## src/rtl/inv_pkg.sv

```systemverilog
// Shared constants and types for the 4-bit inverter datapath.
// Latency: n/a (declarations only).
// Backpressure: n/a.
package inv_pkg;

    localparam int INV_WIDTH      = 4;
    localparam int INV_FIFO_DEPTH = 4;

    typedef logic [INV_WIDTH-1:0] nibble_t;

endpackage

```

## src/rtl/inv_out_fifo_ptr.sv

```systemverilog
// Wrapping FIFO pointer: increments modulo 2**W on inc, clears on clr.
// Latency: new value visible the cycle after the enabling edge.
// Backpressure: none; the caller qualifies inc.
//
// Ports:
//   clk, rst_n : clock, asynchronous active-low reset
//   clr        : synchronous clear, wins over inc
//   inc        : advance the pointer by one
//   ptr        : current pointer value
module fifo_ptr #(
    parameter int W = 2
) (
    input  logic         clk,
    input  logic         rst_n,
    input  logic         clr,
    input  logic         inc,
    output logic [W-1:0] ptr
);

    logic [W-1:0] ptr_q;
    logic [W-1:0] ptr_d;

    // Wrap is implicit: the depth is a power of two, so overflow is modulo.
    always_comb begin
        ptr_d = ptr_q;
        if (clr) begin
            ptr_d = '0;
        end else if (inc) begin
            ptr_d = ptr_q + W'(1);
        end
    end

    always_ff @(posedge clk or negedge rst_n) begin
        if (!rst_n) begin
            ptr_q <= '0;
        end else begin
            ptr_q <= ptr_d;
        end
    end

    assign ptr = ptr_q;

endmodule

```

## src/rtl/inv_out_fifo.sv

```systemverilog
// First-word-fall-through buffer behind the combinational inverter.
// Latency: 1 cycle from push edge to out_valid; no same-cycle bypass.
// Backpressure: in_ready = !full, from registered state only (never from out_ready).
//
// Ports:
//   clk, rst_n           : clock, asynchronous active-low reset
//   flush                : synchronous clear of all entries, beats push/pop
//   in_valid/in_ready    : upstream handshake, in_data sampled on push
//   out_valid/out_ready  : downstream handshake, out_data = oldest word (0 when empty)
//   count/full/empty     : occupancy status decoded from the registered count
module inv_out_fifo
    import inv_pkg::*;
#(
    parameter int WIDTH = INV_WIDTH,
    parameter int DEPTH = INV_FIFO_DEPTH,
    parameter int CNT_W = $clog2(DEPTH + 1)
) (
    input  logic             clk,
    input  logic             rst_n,
    input  logic             flush,
    input  logic             in_valid,
    output logic             in_ready,
    input  logic [WIDTH-1:0] in_data,
    output logic             out_valid,
    input  logic             out_ready,
    output logic [WIDTH-1:0] out_data,
    output logic [CNT_W-1:0] count,
    output logic             full,
    output logic             empty
);

    localparam int PTR_W = $clog2(DEPTH);

    logic [WIDTH-1:0] mem_q [DEPTH];
    logic [PTR_W-1:0] wr_ptr;
    logic [PTR_W-1:0] rd_ptr;
    logic [CNT_W-1:0] count_q;
    logic [CNT_W-1:0] count_d;
    logic             push;
    logic             pop;
    logic             wr_en;
    logic             rd_en;

    assign full      = (count_q == CNT_W'(DEPTH));
    assign empty     = (count_q == '0);
    assign in_ready  = !full;
    assign out_valid = !empty;
    assign push      = in_valid & in_ready;
    assign pop       = out_valid & out_ready;

    // Flush drops whatever is offered or taken in its cycle.
    assign wr_en = push & ~flush;
    assign rd_en = pop & ~flush;

    fifo_ptr #(.W(PTR_W)) u_wr_ptr (
        .clk   (clk),
        .rst_n (rst_n),
        .clr   (flush),
        .inc   (wr_en),
        .ptr   (wr_ptr)
    );

    fifo_ptr #(.W(PTR_W)) u_rd_ptr (
        .clk   (clk),
        .rst_n (rst_n),
        .clr   (flush),
        .inc   (rd_en),
        .ptr   (rd_ptr)
    );

    always_comb begin
        count_d = count_q;
        if (flush) begin
            count_d = '0;
        end else if (wr_en && !rd_en) begin
            count_d = count_q + CNT_W'(1);
        end else if (rd_en && !wr_en) begin
            count_d = count_q - CNT_W'(1);
        end
    end

    always_ff @(posedge clk or negedge rst_n) begin
        if (!rst_n) begin
            count_q <= '0;
        end else begin
            count_q <= count_d;
        end
    end

    // Storage is not reset; the empty gate on out_data hides stale entries.
    always_ff @(posedge clk) begin
        if (wr_en) begin
            mem_q[wr_ptr] <= in_data;
        end
    end

    assign out_data = empty ? '0 : mem_q[rd_ptr];
    assign count    = count_q;

endmodule

```

## config.mk

```make
export PLATFORM = sky130hd
export DESIGN_NAME = inv_out_fifo
export DESIGN_NICKNAME = d
export VERILOG_FILES = /design/src/rtl/inv_pkg.sv /design/src/rtl/inv_out_fifo_ptr.sv /design/src/rtl/inv_out_fifo.sv
export SDC_FILE = /design/constraint.sdc
export NUM_CORES = 1
export LEC_CHECK = 0
export ABC_AREA = 0
export CAP_MARGIN = 10
export CORE_ASPECT_RATIO = 0.8
export CORE_MARGIN = 3
export CORE_UTILIZATION = 35
export DETAILED_ROUTE_END_ITERATION = 8
export GPL_ROUTABILITY_DRIVEN = 0
export PLACE_DENSITY_LB_ADDON = 0.08
export RECOVER_POWER = 25
export SLEW_MARGIN = 20
export SYNTH_ARGS = -nofsm -noshare
export SYNTH_HDL_FRONTEND = slang
export SYNTH_SLANG_ARGS = --single-unit
```

## constraint.sdc

```tcl
create_clock -name clk -period 2.1 [get_ports clk]
set_input_delay 0.21 -clock clk [delete_from_list [all_inputs] [get_ports clk]]
set_output_delay 0.21 -clock clk [all_outputs]
set_load 0.01 [all_outputs]
```

==> flow_results.xml <==
<?xml version="1.0" encoding="UTF-8"?>
<metrics>
  <group name="drt">
    <metric name="wl_per_cell" unit="um">14.1</metric>
    <metric name="detailed_route_wl" unit="um">2230</metric>
    <metric name="drt_first_iter_violations" unit="">20</metric>
    <metric name="route.vias.total" unit="">765</metric>
    <metric name="drc" unit="">0</metric>
    <metric name="post_dr_vias_cell" unit="">4.84</metric>
    <metric name="ant_nets" unit="">0</metric>
    <metric name="dr.pass1.iters" unit="">4</metric>
  </group>
  <group name="synth">
    <metric name="synth_cell_types" unit="">31</metric>
    <metric name="asyncSetResetFlopFracSynth" unit="%">30.4</metric>
    <metric name="yosys.area.top_type_share" unit="%">41.4</metric>
    <metric name="yosys_warnings" unit="">0</metric>
    <metric name="synthFlopType" unit="">sky130_fd_sc_hd__edfxtp_1</metric>
    <metric name="synth_enable_flop_cells" unit="">16</metric>
    <metric name="yosysMostFrequentCell" unit="">sky130_fd_sc_hd__edfxtp_1</metric>
    <metric name="synthTopCellsByCount" unit="">16 x sky130_fd_sc_hd__edfxtp_1, 9 x sky130_fd_sc_hd__nor2_1, 7 x sky130_fd_sc_hd__dfrtp_1, 7 x sky130_fd_sc_hd__inv_1, 5 x sky130_fd_sc_hd__and2_1</metric>
    <metric name="syn_area_per_cell" unit="sq um">13.5</metric>
    <metric name="synth.ff_latch_count" unit="">23</metric>
    <metric name="post_synth_instance_area" unit="sq um">1160</metric>
    <metric name="netlist_instances" unit="">86</metric>
    <metric name="yosys.area.top_type" unit="">sky130_fd_sc_hd__edfxtp_1</metric>
    <metric name="syn_nets" unit="">100</metric>
    <metric name="synth-seq-area-share" unit="%">56.5</metric>
    <metric name="synth.top_cells.by_area" unit="">sky130_fd_sc_hd__edfxtp_1 41%, sky130_fd_sc_hd__dfrtp_1 15%, sky130_fd_sc_hd__mux4_2 7.8%</metric>
  </group>
  <group name="timing">
    <metric name="skew" unit="ns">0.00415</metric>
    <metric name="finalCriticalPeriod" unit="ns">2.08</metric>
    <metric name="finalSetupViolCount" unit="">0</metric>
    <metric name="rsz0062_at_grt" unit="">true</metric>
    <metric name="worst-slew-pin-transition" unit="ns">0.380</metric>
    <metric name="final-max-slew-violation-count" unit="">0</metric>
    <metric name="slew_headroom" unit="%">74.3</metric>
    <metric name="share_of_the_clock_period_used_by_the_worst_path" unit="%">99.0</metric>
    <metric name="post_route_setup_tns" unit="ns">0</metric>
    <metric name="maxClockFrequency" unit="GHz">0.481</metric>
    <metric name="hold_viol_final" unit="">0</metric>
  </group>
  <group name="cells_and_area">
    <metric name="filler_cell_count" unit="">273</metric>
    <metric name="antenna_cells_inserted" unit="">0</metric>
    <metric name="drive_gt1_share" unit="%">28.0</metric>
    <metric name="synthToLayoutAreaGrowth" unit="%">33.1</metric>
    <metric name="design.final.nets" unit="">133</metric>
    <metric name="final_area" unit="sq um">1540</metric>
    <metric name="ff_latch_area" unit="sq um">657</metric>
    <metric name="total_area_of_multi_input_combinational_cells" unit="sq um">469</metric>
  </group>
  <group name="floorplanning">
    <metric name="initial_core_util" unit="%">37.1</metric>
    <metric name="rows" unit="">18</metric>
    <metric name="chipHeight" unit="um">57.5</metric>
    <metric name="pin_count" unit="">20</metric>
    <metric name="die_width" unit="um">70.4</metric>
    <metric name="fp.dieArea" unit="sq um">4050</metric>
    <metric name="core" unit="sq um">3130</metric>
  </group>
  <group name="cts">
    <metric name="h-tree-depth" unit="">1</metric>
    <metric name="clockBufferDepth" unit="">2</metric>
    <metric name="cts_made_buffers" unit="">3</metric>
    <metric name="clock_tree_from_tritoncts" unit="">built</metric>
    <metric name="cts-hold-fix-buffers" unit="">0</metric>
    <metric name="clk-insertion-delay-late" unit="ns">0.26</metric>
    <metric name="clock_pin_slew_on_the_worst_setup_and_hold_paths" unit="ns">0.08</metric>
    <metric name="cts.sink_count" unit="">23</metric>
    <metric name="cts.root.buffer_cell" unit="">sky130_fd_sc_hd__clkbuf_8</metric>
  </group>
  <group name="grt">
    <metric name="antenna_violations_before_repair" unit="">0</metric>
    <metric name="grt_pass1_vias" unit="">751</metric>
    <metric name="residual_overflow_from_global_routing" unit="">0</metric>
    <metric name="pin_count_of_the_biggest_net_entering_global_routing" unit="">13</metric>
    <metric name="grt_first_pass_wirelength" unit="um">3590</metric>
    <metric name="grt.total_usage" unit="%">11.5</metric>
  </group>
  <group name="place">
    <metric name="placed_cell_area" unit="sq um">1450</metric>
    <metric name="placement.io_buffers" unit="">19</metric>
    <metric name="post-dp-hpwl" unit="um">1650</metric>
  </group>
  <group name="power_and_ir_drop">
    <metric name="vdd.ir_drop.worst" unit="mV">0.563</metric>
    <metric name="total_leakage_power" unit="nW">0.618</metric>
    <metric name="cellPowerDensity" unit="nW/um^2">1110</metric>
  </group>
  <group name="setup_path">
    <metric name="r2r_end" unit="">count[2]$_DFFE_PN0P_</metric>
    <metric name="critPathMaxFanout" unit="">4</metric>
    <metric name="worst_setup_sp" unit="">count[0]$_DFFE_PN0P_</metric>
    <metric name="worst-r2r-cell-count" unit="">8</metric>
    <metric name="critical_path.endpoint" unit="">count[2]$_DFFE_PN0P_</metric>
    <metric name="worstPathRequired" unit="ns">2.28</metric>
    <metric name="worstSetupStartpointType" unit="">flop</metric>
    <metric name="reg2reg_from" unit="">count[0]$_DFFE_PN0P_</metric>
    <metric name="critical_path_arrival" unit="ns">2.26</metric>
    <metric name="critPathCaptureType" unit="">flop</metric>
    <metric name="r2r_setup_slack" unit="ns">0.02</metric>
    <metric name="type_of_the_worst_setup_path" unit="">reg2reg</metric>
  </group>
  <group name="min_path">
    <metric name="hold_class" unit="">in2async</metric>
  </group>
  <group name="job">
    <metric name="max-cap-violations" unit="">0</metric>
  </group>
  <group name="run_status">
    <metric name="status" unit="">complete, no violations</metric>
  </group>
</metrics>
[layer usage]
layer / routed length [um] / track usage (%) / part of all wire [%]
met5: 0 / 0 / 0
met4: 12 / 2.46 / 0.54
met3: 107 / 3.35 / 4.8
met2: 968 / 17.1 / 44
met1: 1140 / 16.6 / 51
[repair_timing]
item	4_1_cts	5_1_grt
resized for setup	1	4
hold endpoints to repair	0	0
setup buffers	1	4
setup endpoints to repair	5	5
pin swaps	1	3
[cells by family after synthesis]
logic type               count (synthesis)  synth area share, %
AO/OA/AOI/OAI                           13                 8.31
XOR/XNOR                                 2                 1.51
adder cells (fa/ha/maj)                  5                 6.04
buffers and inverters                   12                 5.82
flip-flops                              23                 56.5
multiplexers                             7                 10.6
AND/OR/NAND/NOR                         24                 11.2
[critical path, stage by stage (launching register included)]
cell and delay [ns]:
sky130_fd_sc_hd__dfrtp_1 0.38, sky130_fd_sc_hd__or3b_4 0.41, sky130_fd_sc_hd__inv_4 0.09, sky130_fd_sc_hd__nor3_4 0.04
sky130_fd_sc_hd__and2_4 0.15, sky130_fd_sc_hd__fa_2 0.35, sky130_fd_sc_hd__and3b_2 0.24, sky130_fd_sc_hd__a21o_1 0.16
sky130_fd_sc_hd__a211oi_2 0.17
[power breakdown]
group | switching, mW | internal [mW]
logic | 0.377 | 0.493
clock network | 0.125 | 0.135
registers | 0.0474 | 0.543
total | 0.549 | 1.17
[layout make-up]
class                      count  share of cell area, %
sequential                    23                   42.5
multi-input combinational     51                   30.4
timing repair buffer          32                   18.8
tap                           40                   3.24
clock buffer                   4                   2.92
inverter                       8                   2.11
[worst min-delay path by stage]
stage | start | cells after the start | end
floorplan | rst_n | 0 | count[0]$_DFFE_PN0P_
global placement | rst_n | 1 | u_rd_ptr.ptr[0]$_DFFE_PN0P_
detailed placement | rst_n | 1 | u_rd_ptr.ptr[0]$_DFFE_PN0P_
CTS | rst_n | 1 | u_wr_ptr.ptr[1]$_DFFE_PN0P_
global route | rst_n | 1 | count[2]$_DFFE_PN0P_
finish | rst_n | 1 | count[2]$_DFFE_PN0P_
[placed cells by master (no fill, tap or decap), types with 2 or more instances in the layout]
master,count
sky130_fd_sc_hd__clkbuf_8,3
sky130_fd_sc_hd__buf_4,13
sky130_fd_sc_hd__edfxtp_1,16
sky130_fd_sc_hd__inv_1,7
sky130_fd_sc_hd__xor2_1,2
sky130_fd_sc_hd__o21ai_0,3
sky130_fd_sc_hd__ha_1,4
sky130_fd_sc_hd__and2_1,4
sky130_fd_sc_hd__dfrtp_1,6
sky130_fd_sc_hd__nor2_1,9
sky130_fd_sc_hd__nor2b_1,4
sky130_fd_sc_hd__clkdlybuf4s50_1,15
sky130_fd_sc_hd__a21oi_1,2
sky130_fd_sc_hd__nand3_1,2
sky130_fd_sc_hd__mux4_2,4
sky130_fd_sc_hd__dlygate4sd3_1,3
[stage by stage]
step	util (%)	hold WS (ns)	instances	power (mW)	setup WS [ns]
global route	49.3	0.313	158	1.83	-0.0442
floorplan	-	-0.0856	86	1.05	-0.122
detailed placement	46.2	0.514	149	1.40	0.00377
finish	49.3	0.295	158	1.72	0.0213
global placement	46.2	0.513	149	1.40	0.0711
CTS	47.9	0.237	154	1.67	0.00193
[registers in the layout (all words and copies together) (netlist names)]
| signal | cells |
|---|---|
| u_rd_ptr.ptr | 2 |
| count | 3 |
| mem_q | 16 |
| u_wr_ptr.ptr | 2 |
Power figures use the tool's default switching activity.
